## config.mk

```make
export PLATFORM = sky130hd
export DESIGN_NAME = writeback_stage
export DESIGN_NICKNAME = d
export VERILOG_FILES = /design/src/rtl/writeback_stage.sv
export SDC_FILE = /design/constraint.sdc
export NUM_CORES = 1
export LEC_CHECK = 0
export ABC_CLOCK_PERIOD_IN_PS = 3700
export CAP_MARGIN = 40
export CORE_ASPECT_RATIO = 1.5
export CORE_UTILIZATION = 43
export DETAILED_ROUTE_END_ITERATION = 16
export PLACE_DENSITY = 0.77
export SLEW_MARGIN = 10
export SYNTH_ARGS = -nofsm -noshare
export SYNTH_HDL_FRONTEND = slang
export SYNTH_SLANG_ARGS = --single-unit
export TNS_END_PERCENT = 30
```

## constraint.sdc

```tcl
create_clock -name clock -period 3.7 [get_ports clock]
set_clock_uncertainty 0.15 [all_clocks]
set_input_delay 0.74 -clock clock [delete_from_list [all_inputs] [get_ports clock]]
set_output_delay 0.74 -clock clock [all_outputs]
set_load 0.01 [all_outputs]
```

## src/rtl/writeback_stage.sv

```systemverilog
// Writeback stage: 2-entry FIFO between MEM and the register-file write port, with load formatting and a retire counter.
// Optional build macro WB_FORWARD_EN adds fwd_valid/fwd_reg/fwd_data (youngest buffered register write).
package writeback_stage_pkg;
  typedef struct packed {
    logic [4:0]  rd;
    logic        we;
    logic [31:0] data;
  } wb_entry_t;
endpackage

module writeback_stage
  import writeback_stage_pkg::*;
#(
  parameter int unsigned CNT_W = 32
) (
  input  logic             clock,
  input  logic             reset,
  input  logic             in_valid,
  output logic             in_ready,
  input  logic [4:0]       in_rd,
  input  logic             in_reg_write,
  input  logic [1:0]       in_wb_sel,
  input  logic [2:0]       in_funct3,
  input  logic [31:0]      in_alu_result,
  input  logic [31:0]      in_load_data,
  input  logic [31:0]      in_pc_plus4,
  input  logic             flush,
  input  logic             wb_stall,
`ifdef WB_FORWARD_EN
  output logic             fwd_valid,
  output logic [4:0]       fwd_reg,
  output logic [31:0]      fwd_data,
`endif
  output logic             reg_write,
  output logic [4:0]       write_reg,
  output logic [31:0]      write_data,
  output logic [CNT_W-1:0] retire_count
);

  localparam int unsigned XLEN = 32;
  localparam int unsigned RD_W = 5;

  localparam logic [1:0] EMPTY = 2'd0;
  localparam logic [1:0] ONE   = 2'd1;
  localparam logic [1:0] FULL  = 2'd2;

  logic [1:0]      state, state_nxt;
  logic            push, pop;
  wb_entry_t       head, tail, new_entry;
  logic [7:0]      ld_byte;
  logic [15:0]     ld_half;
  logic [XLEN-1:0] ld_value;

  // Load formatting: byte/halfword lane select then sign/zero extension
  always_comb begin
    ld_byte = 8'h00;
    case (in_alu_result[1:0])
      2'd0:    ld_byte = in_load_data[7:0];
      2'd1:    ld_byte = in_load_data[15:8];
      2'd2:    ld_byte = in_load_data[23:16];
      default: ld_byte = in_load_data[31:24];
    endcase
    ld_half = in_alu_result[1] ? in_load_data[31:16] : in_load_data[15:0];
    case (in_funct3)
      3'b000:  ld_value = {{24{ld_byte[7]}}, ld_byte};
      3'b001:  ld_value = {{16{ld_half[15]}}, ld_half};
      3'b100:  ld_value = {24'h000000, ld_byte};
      3'b101:  ld_value = {16'h0000, ld_half};
      default: ld_value = in_load_data;
    endcase
  end

  always_comb begin
    new_entry.rd = in_rd;
    new_entry.we = in_reg_write;
    case (in_wb_sel)
      2'd1:    new_entry.data = ld_value;
      2'd2:    new_entry.data = in_pc_plus4;
      default: new_entry.data = in_alu_result;
    endcase
  end

  always_ff @(posedge clock or posedge reset) begin
    if (reset) state <= EMPTY;
    else       state <= state_nxt;
  end

  // Occupancy next-state and handshake; flush overrides both push and pop
  always_comb begin
    state_nxt = state;
    push      = in_valid && (state != FULL) && !flush;
    pop       = (state != EMPTY) && !wb_stall && !flush;
    if (flush) begin
      state_nxt = EMPTY;
    end else begin
      case (state)
        EMPTY:   if (push) state_nxt = ONE;
        ONE: begin
          if (pop && !push)      state_nxt = EMPTY;
          else if (push && !pop) state_nxt = FULL;
        end
        FULL:    if (pop) state_nxt = ONE;
        default: state_nxt = EMPTY;
      endcase
    end
  end

  // Head is always slot 'head'; popping from FULL shifts the tail forward
  always_ff @(posedge clock or posedge reset) begin
    if (reset) begin
      head <= '0;
      tail <= '0;
    end else begin
      case (state)
        EMPTY: if (push) head <= new_entry;
        ONE: begin
          if (push && pop) head <= new_entry;
          else if (push)   tail <= new_entry;
        end
        FULL:    if (pop) head <= tail;
        default: ;
      endcase
    end
  end

  always_ff @(posedge clock or posedge reset) begin
    if (reset)    retire_count <= '0;
    else if (pop) retire_count <= retire_count + CNT_W'(1);
  end

  always_comb begin
    in_ready   = (state != FULL);
    reg_write  = pop && head.we && (head.rd != RD_W'(0));
    write_reg  = (state != EMPTY) ? head.rd : RD_W'(0);
    write_data = (state != EMPTY) ? head.data : XLEN'(0);
  end

`ifdef WB_FORWARD_EN
  // Youngest qualifying entry wins: tail when FULL, otherwise head
  always_comb begin
    fwd_valid = 1'b0;
    fwd_reg   = RD_W'(0);
    fwd_data  = XLEN'(0);
    if (!flush) begin
      if (state == FULL && tail.we && tail.rd != RD_W'(0)) begin
        fwd_valid = 1'b1;
        fwd_reg   = tail.rd;
        fwd_data  = tail.data;
      end else if (state != EMPTY && head.we && head.rd != RD_W'(0)) begin
        fwd_valid = 1'b1;
        fwd_reg   = head.rd;
        fwd_data  = head.data;
      end
    end
  end
`endif

endmodule
```

==> run metrics, run 1 <==
CP bufs+invs 2; initial antenna violation count 0; sw power 1060 uW; Post-Synthesis Mean Instance Area 8.92 um^2; post-route cell area 8550 um^2; area delta synth->final 38.6%; H-tree depth 3; Final period util 0.891; switching share of power 0.301; Die ar. 14800 um^2; layout cell share with drive strength beyond 1 0.0895; Sink Count 110; Gate power share 0.267; Crit path top cell by count clkdlybuf4s50_1; GPL Wtd Cong 1.03; asr flop ratio synth 1.00; CTS tree built; total grt overflow 0; Critical Path Sink Type output port; Yosys reg bits 110; Int Pwr 2470 uW; CP endpoint reg_write; via count 5915; clk buf depth 2; largest net degree at the start of global routing 111; number of flops mapped to enable cells by yosys 0; Net Count, Synth 806; Yosys top cell area share 0.447; first-pass GRT wire length 29.4 mm; Post-Synthesis Cells 691; critical-path cell list clkdlybuf4s50_1, nor3_1, o311a_1, clkdlybuf4s50_1; Clk Latency, worst-skew pair 350 ps; Final Worst Setup Slack 404 ps; Most used DFF post-synth dfrtp_1; status finished, final reports clean; post-DR vias/cell 5.62; Fin Setup TNS 0 ps; relative slew slack 0.518; 1st-iter DRT viols 376; Max Fclk 303 MHz; synth unique cells 55; chip width 99.8 um; final setup fails 0; Placement Cell Area 8230 um^2; Crit. Startpoint wb_stall; multi-input logic area 3170 um^2; nets@finish 970; Core Footprint 14000 um^2; gr usage total 0.256; RSZ-0062 raised after global routing false; row cnt 53; Hold Path Class reg2reg; Routed WL 18.2 mm; critical path required time 2810 ps; crit path DAT 2410 ps; DIE HEIGHT 149 um; critical path class in2out; reg2reg start retire_count[4]; final cell count without fillers 1052; final hold violations 0; Starting Density 0.441; Fill cells 1228; sequential share of power 0.445; Power Density 413 nW/um^2; max-cap viol count 0; Inserted Diodes 0; cell depth of the worst setup path 4; Post-CTS Hold Fix Bufs 0; worst-case reg-to-reg path depth 5; placed cell count 1036; # Post-CTS Setup Buffers 0; fin util 0.611; worst-path fanout max 10; I/O pin count 183; worst vdd ir 0.000249 V; Synth area leaders dfrtp_1, o21ai_0, a21oi_1; Residual DRC 0; R2R Setup Slk 1530 ps; TritonRoute pass-1 iters 5; DP Wirelength 13.7 mm; number of port buffers 182; delay-heaviest family, CP buffers and inverters; top-count cell post-synth dfrtp_1; Final min period 3300 ps; Num CTS Buffers 9; most common library cells after synthesis dfrtp_1, nand2_1, o21ai_0; largest area contributor in the netlist dfrtp_1; Worst Max-Slew Pin Slew 723 ps; worst reg2reg path endpoint retire_count[29]; Reg clk slew, reported paths 80 ps; Max stage delay on crit path 550 ps; Critical Path Slowest Stage Cell clkdlybuf4s50_1; area of the mapped netlist 6160 um^2; pre-CTS setup slack 432 ps; Gates resized, CTS repair 0; antenna viol nets, final 0; post-synthesis sequential area ratio 0.447; CTS root buf clkbuf_16; register area 2750 um^2; Pleak 0.00348 uW; YS warnings 0; Startpoint Class input port; Slew Viols, Final 0; vias in the first global route 5714; Clock power frac 0.288; DR WL/cell 17.3 um
[cells in the final DEF (no fill, tap or decap), drive strengths merged, types with 3 or more instances in the layout]
cell type,Yosys,final
clkdlybuf4s50,0,182
dfrtp,110,110
o21ai,91,91
nand2,75,75
a21oi,63,63
nor2,46,46
nor2b,42,42
nand3,25,25
buf,13,23
a221oi,22,22
o211ai,22,22
xnor2,16,16
mux2,16,16
xor2,15,15
inv,10,14
a221o,10,10
clkbuf,39,9
nand4,8,8
nor3,8,8
a2bb2oi,7,7
a31oi,7,7
and4,5,5
mux2i,5,5
nand2b,3,3
and3,3,3
ha,3,3
nor3b,3,3
[cell type report]
| class | instances | share of cell area |
|---|---|---|
| clock inverters | 7 | 0.0102 |
| clock buffers | 9 | 0.0264 |
| flip-flops and latches | 110 | 0.322 |
| inverters | 11 | 0.00527 |
| well taps | 192 | 0.0281 |
| multi-input cells | 518 | 0.371 |
| repair buffers | 205 | 0.237 |
[power groups by stage]
stage	Combinational, uW	Sequential, uW	Clock, uW
2_1_floorplan	515	1570	0
3_3_place_gp	927	1590	0
3_5_place_dp	945	1600	0
4_1_cts	947	1570	1040
5_1_grt	1040	1600	1080
6_report	942	1570	1020
[flip-flops by register name (all words and copies together) (netlist names)]
signal and flops:
state 2, tail 38, retire_count 32, head 38
[stage by stage]
| step | power, uW | hold slack (ps) |
|---|---|---|
| global route | 3730 | 349 |
| floorplan | 2080 | 292 |
| CTS | 3560 | 329 |
| detailed placement | 2540 | 316 |
| global placement | 2510 | 308 |
| finish | 3530 | 326 |
[how the worst min path moves through the flow]
stage / start / endpoint / cells after the start
finish: retire_count[31] / retire_count[31] / 1
global route: tail[5] / tail[5] / 2
CTS: retire_count[31] / retire_count[31] / 1
detailed placement: head[1] / head[1] / 2
global placement: retire_count[31] / retire_count[31] / 1
floorplan: head[0] / head[0] / 2
[per-layer routing]
| metal | part of all wire | vias up | wire length, um | global-route usage |
|---|---|---|---|---|
| met1 | 0.40 | 2806 | 7250 | 0.316 |
| li1 | - | 2817 | - | - |
| met2 | 0.51 | 260 | 9220 | 0.436 |
| met4 | 0.033 | 0 | 600 | 0.109 |
| met5 | 0 | - | 0 | 0 |
| met3 | 0.064 | 32 | 1170 | 0.0442 |
[cells by family (layout without fill, tap and decap cells)]
group / Yosys count / in the layout / share of synthesized area
DFF: 110 / 110 / 0.447
muxes: 21 / 21 / 0.0380
buffers and inverters: 63 / 232 / 0.0408
xor gates and xnor gates: 31 / 31 / 0.0440
AOI/OAI and AO/OA: 234 / 234 / 0.237
adders and majority gates: 3 / 3 / 0.00609
and+or+nand+nor: 229 / 229 / 0.187
Power figures use the tool's default switching activity.
==> run 2, diff against run 1 <==
--- a/config.mk
+++ b/config.mk
@@ -5,12 +5,11 @@
 export SDC_FILE = /design/constraint.sdc
 export NUM_CORES = 1
 export LEC_CHECK = 0
-export ABC_CLOCK_PERIOD_IN_PS = 3700
 export CAP_MARGIN = 40
 export CORE_ASPECT_RATIO = 1.5
-export CORE_UTILIZATION = 43
+export CORE_UTILIZATION = 48
 export DETAILED_ROUTE_END_ITERATION = 16
-export PLACE_DENSITY = 0.77
+export PLACE_DENSITY = 0.81
 export SLEW_MARGIN = 10
 export SYNTH_ARGS = -nofsm -noshare
 export SYNTH_HDL_FRONTEND = slang
==> constraint.sdc (replaced) <==
create_clock -name clock -period 3.3 [get_ports clock]
set_clock_uncertainty 0.15 [all_clocks]
set_input_delay 0.66 -clock clock [delete_from_list [all_inputs] [get_ports clock]]
set_output_delay 0.66 -clock clock [all_outputs]
set_load 0.05 [all_outputs]
==> run 2 against run 1 <==
Largest cell class unchanged. Combinational power rose by 43%. Hold slack improved by 9.8 ps. Highest routed layer unchanged. Worst setup slack got worse by 170 ps. Global-route usage increased by 6.2 points. Core utilization is 7.0 points higher. Clock power increased by 4%. Final area decreased by 0.28%. Non-clock buffer count grew 2. First-iteration DRC count grew 10%.
==> run metrics, run 2 (synthesized netlist as in run 1, its figures left out) <==
DIE HEIGHT 141 um; fin util 0.681; Final period util 0.930; # Post-CTS Setup Buffers 0; Sink Count 110; post-DR vias/cell 6.07; Post-CTS Hold Fix Bufs 0; number of port buffers 182; critical path class reg2out; biggest regs head: 38 flops, tail: 38 flops, retire_count: 32 flops; max-cap viol count 0; row cnt 50; Routed WL 20.3 mm; Max stage delay on crit path 730 ps; Critical Path Slowest Stage Cell clkdlybuf4s50_1; vias in the first global route 6204; nets@finish 972; Core Footprint 12500 um^2; Reg clk slew, reported paths 80 ps; largest net degree at the start of global routing 111; commonest non-fill, non-tap cell in the layout clkdlybuf4s50_1; area delta synth->final 38.3%; final setup fails 0; CP bufs+invs 2; CTS tree built; cell depth of the worst setup path 4; GPL Wtd Cong 0.988; delay-heaviest family, CP buffers and inverters; status finished, final reports clean; crit path DAT 2260 ps; layout cell share with drive strength beyond 1 0.0940; antenna viol nets, final 0; Starting Density 0.493; Hold Path Class reg2reg; total grt overflow 0; TritonRoute pass-1 iters 5; relative slew slack 0.441; Fin Setup TNS 0 ps; Max Fclk 326 MHz; Die ar. 13300 um^2; critical-path cell list nor2_4, buf_12, nor2b_1, clkdlybuf4s50_1; critical path required time 2490 ps; Worst Max-Slew Pin Slew 827 ps; I/O pin count 183; final hold violations 0; chip width 94.5 um; CTS root buf clkbuf_16; Power Density 491 nW/um^2; RSZ-0062 raised after global routing false; worst-path fanout max 26; gr usage total 0.317; H-tree depth 3; DR WL/cell 19.9 um; Fill cells 980; most frequent cells in the layout clkdlybuf4s50_1, dfrtp_1, o21ai_0, nand2_1, a21oi_1; Hold Path Depth 2; first-pass GRT wire length 32.3 mm; Critical Path Sink Type output port; worst-case reg-to-reg path depth 6; Residual DRC 0; worst vdd ir 0.000232 V; initial antenna violation count 0; Slew Viols, Final 0; 1st-iter DRT viols 415; Pleak 0.00349 uW; via count 6180; Startpoint Class flip-flop; DP Wirelength 15.4 mm; Final min period 3070 ps; clk buf depth 2; Inserted Diodes 0; Clk Latency, worst-skew pair 350 ps; Num CTS Buffers 9
==> run 2: power by group <==
part / internal (uW) / switching, uW
clock network: 546 / 518
registers: 1610 / 167
logic: 562 / 789
total: 2710 / 1470
==> run 2: cell type report <==
type,count,area (um^2),share of cell area
inverter,11,45.0,0.00528
clock buffer,10,239,0.0280
sequential,110,2750,0.323
timing repair buffer,207,2070,0.243
multi-input combinational,518,3170,0.372
tap,156,195,0.0229
clock inverter,6,50.0,0.00587
==> run 2: tightest hold or removal path: stages, from the launching register on <==
cell	delay, ps
dfrtp_1	350
nand2_1	50
o21ai_0	60
==> run 2: worst paths after layout <==
check / end / start / slack (ps)
setup reg to reg: retire_count[22] / state[0] / 910
hold reg to reg: tail[7] / tail[7] / 340
min in group asynchronous: retire_count[11] / reset / 620
setup / recovery: write_data[13] / state[0] / 230
hold / removal: tail[7] / tail[7] / 340
max in group asynchronous: head[17] / reset / 1820
==> run 2: what timing repair did <==
action / 4_1_cts / 5_1_grt
endpoints found under the hold margin: 0 / 0
setup endpoints to repair: 3 / 0
resized for setup: 1 / 0
==> run 2: metal layers <==
metal	GRT usage	wire, um	vias to the layer above	part of all wire
met1	0.409	8060	3020	0.40
met2	0.533	10200	310	0.50
met5	0	0	-	0
li1	-	-	2817	-
met4	0.116	646	0	0.032
met3	0.0491	1330	33	0.066
==> run 2: stage by stage <==
step                instances  total power, uW  worst slack [ps]  area [um^2]  hold slack [ps]
floorplan                 691             2590               680         6170              292
global placement         1002             3090               302         8230              310
detailed placement       1002             3140               237         8230              320
CTS                      1018             4200               205         8520              336
global route             1018             4400               118         8520              366
finish                   1018             4190               230         8520              336
==> run 3, diff against run 2 <==
--- a/config.mk
+++ b/config.mk
@@ -7,6 +7,7 @@
 export LEC_CHECK = 0
 export CAP_MARGIN = 40
 export CORE_ASPECT_RATIO = 1.5
+export CORE_MARGIN = 3
 export CORE_UTILIZATION = 48
 export DETAILED_ROUTE_END_ITERATION = 16
 export PLACE_DENSITY = 0.81
==> run 3 against run 2 <==
Hold slack worse by 13 ps. Worst setup slack better by 120 ps. Die area up 7.2%. Final area about the same. Register-to-register slack better by 80 ps. Sequential power about the same. Power down 0.59%. Combinational power about the same. Critical endpoint unchanged. Core utilization about the same. Global-route usage down 3.9 points.
==> run metrics, run 3 (synthesized netlist as in run 1, its figures left out) <==
status finished, final reports clean; I/O pin count 183; met1 WL 7.81 mm; row cnt 50; Final period util 0.894; worst-case reg-to-reg path depth 6; first-pass GRT wire length 31.5 mm; top routing layer used met4; Inserted Diodes 0; Crit. Startpoint state[0]; Critical Path Sink Type output port; area delta synth->final 38.3%; CP endpoint write_data[13]; Post-CTS Hold Fix Bufs 0; antenna viol nets, final 0; 1st-iter DRT viols 332; max-cap viol count 0; nets@finish 975; Sink Count 110; RSZ-0062 raised after global routing false; worst-path fanout max 24; met3 wire len 1.18 mm; largest net degree at the start of global routing 71; GPL Wtd Cong 0.937; Reg clk slew, reported paths 80 ps; CTS tree built; layout cell share with drive strength beyond 1 0.0960; Num CTS Buffers 9; biggest regs head: 38 flops, tail: 38 flops, retire_count: 32 flops; Final min period 2950 ps; Worst Max-Slew Pin Slew 763 ps; Pleak 0.00349 uW; fin util 0.682; H-tree depth 3; critical path class reg2out; final hold violations 0; crit path DAT 2140 ps; Clk Latency, worst-skew pair 350 ps; Fill cells 1003; DP Wirelength 15.2 mm; Max stage delay on crit path 820 ps; chip width 98.5 um; most frequent cells in the layout clkdlybuf4s50_1, dfrtp_1, o21ai_0, nand2_1, a21oi_1; Slew Viols, Final 0; initial antenna violation count 0; critical path required time 2490 ps; CTS root buf clkbuf_16; commonest non-fill, non-tap cell in the layout clkdlybuf4s50_1; Max Fclk 339 MHz; Die ar. 14300 um^2; worst vdd ir 0.000271 V; total grt overflow 0; clk buf depth 2; Residual DRC 0; post-route cell area 8530 um^2; TritonRoute pass-1 iters 7; via count 6032; number of port buffers 182; Starting Density 0.493; Fin Hold WS 322 ps; post-DR vias/cell 5.91; Placement Cell Area 8220 um^2; Fin Setup TNS 0 ps; Routed WL 19.8 mm; multi-input logic area 3170 um^2; Startpoint Class flip-flop; vias in the first global route 6027; Power Density 488 nW/um^2; Core Footprint 12500 um^2; final setup fails 0; gr usage total 0.278; Hold Path Class reg2reg; Critical Path Slowest Stage Cell clkdlybuf4s50_1; met2 wire length 10.2 mm; critical-path cell list nor2_4, buf_4, nor2b_1, clkdlybuf4s50_1; relative slew slack 0.485; DIE HEIGHT 145 um; DR WL/cell 19.4 um; register area 2750 um^2; worst reg2reg path endpoint retire_count[14]; reg2reg start state[0]; R2R Setup Slk 990 ps
-- run 3: repair_timing --
action | CTS | global route
setup buffers | 0 | 3
resized for setup | 1 | 0
endpoints found under the setup margin | 20 | 20
pin swaps | 0 | 1
-- run 3: layout make-up --
class,instances,area share
Multi-Input combinational cell,518,0.372
Clock buffer,10,0.0268
Tap cell,156,0.0229
Clock inverter,6,0.00646
Inverter,11,0.00528
Sequential cell,110,0.323
Timing Repair Buffer,210,0.244
-- run 3: layer usage --
layer | track usage | vias up
met3 | 0.0460 | 32
met5 | 0 | -
met1 | 0.344 | 2910
met2 | 0.491 | 267
li1 | - | 2823
met4 | 0.101 | 0
-- run 3: worst min-delay path by stage --
stage | from | end | slack [ps] | cells after the start
floorplan | head[0] | head[0] | 290 | 2
detailed placement | tail[2] | tail[2] | 320 | 2
finish | retire_count[31] | retire_count[31] | 320 | 1
global placement | tail[0] | tail[0] | 310 | 2
global route | retire_count[31] | retire_count[31] | 340 | 1
CTS | retire_count[31] | retire_count[31] | 330 | 1
-- run 3: where the power goes --
part | internal [uW] | leakage [uW] | switching, uW
combinational | 560 | 0.00198 | 777
clock | 527 | 0.000137 | 516
sequential | 1610 | 0.00138 | 177
-- run 3: metrics by stage --
stage          total power [uW]  cells  setup WS, ps
2_1_floorplan              2590    691           680
3_3_place_gp               3090   1002           163
3_5_place_dp               3130   1002           142
4_1_cts                    4180   1018          60.6
5_1_grt                    4380   1021           230
6_report                   4160   1021           351
-- run 3: critical path: cells and delay by family (launching register included) --
| kind | cells | cell delay, ps |
|---|---|---|
| buf+inv | 2 | 1050 |
| flops | 1 | 480 |
| simple gates | 2 | 250 |
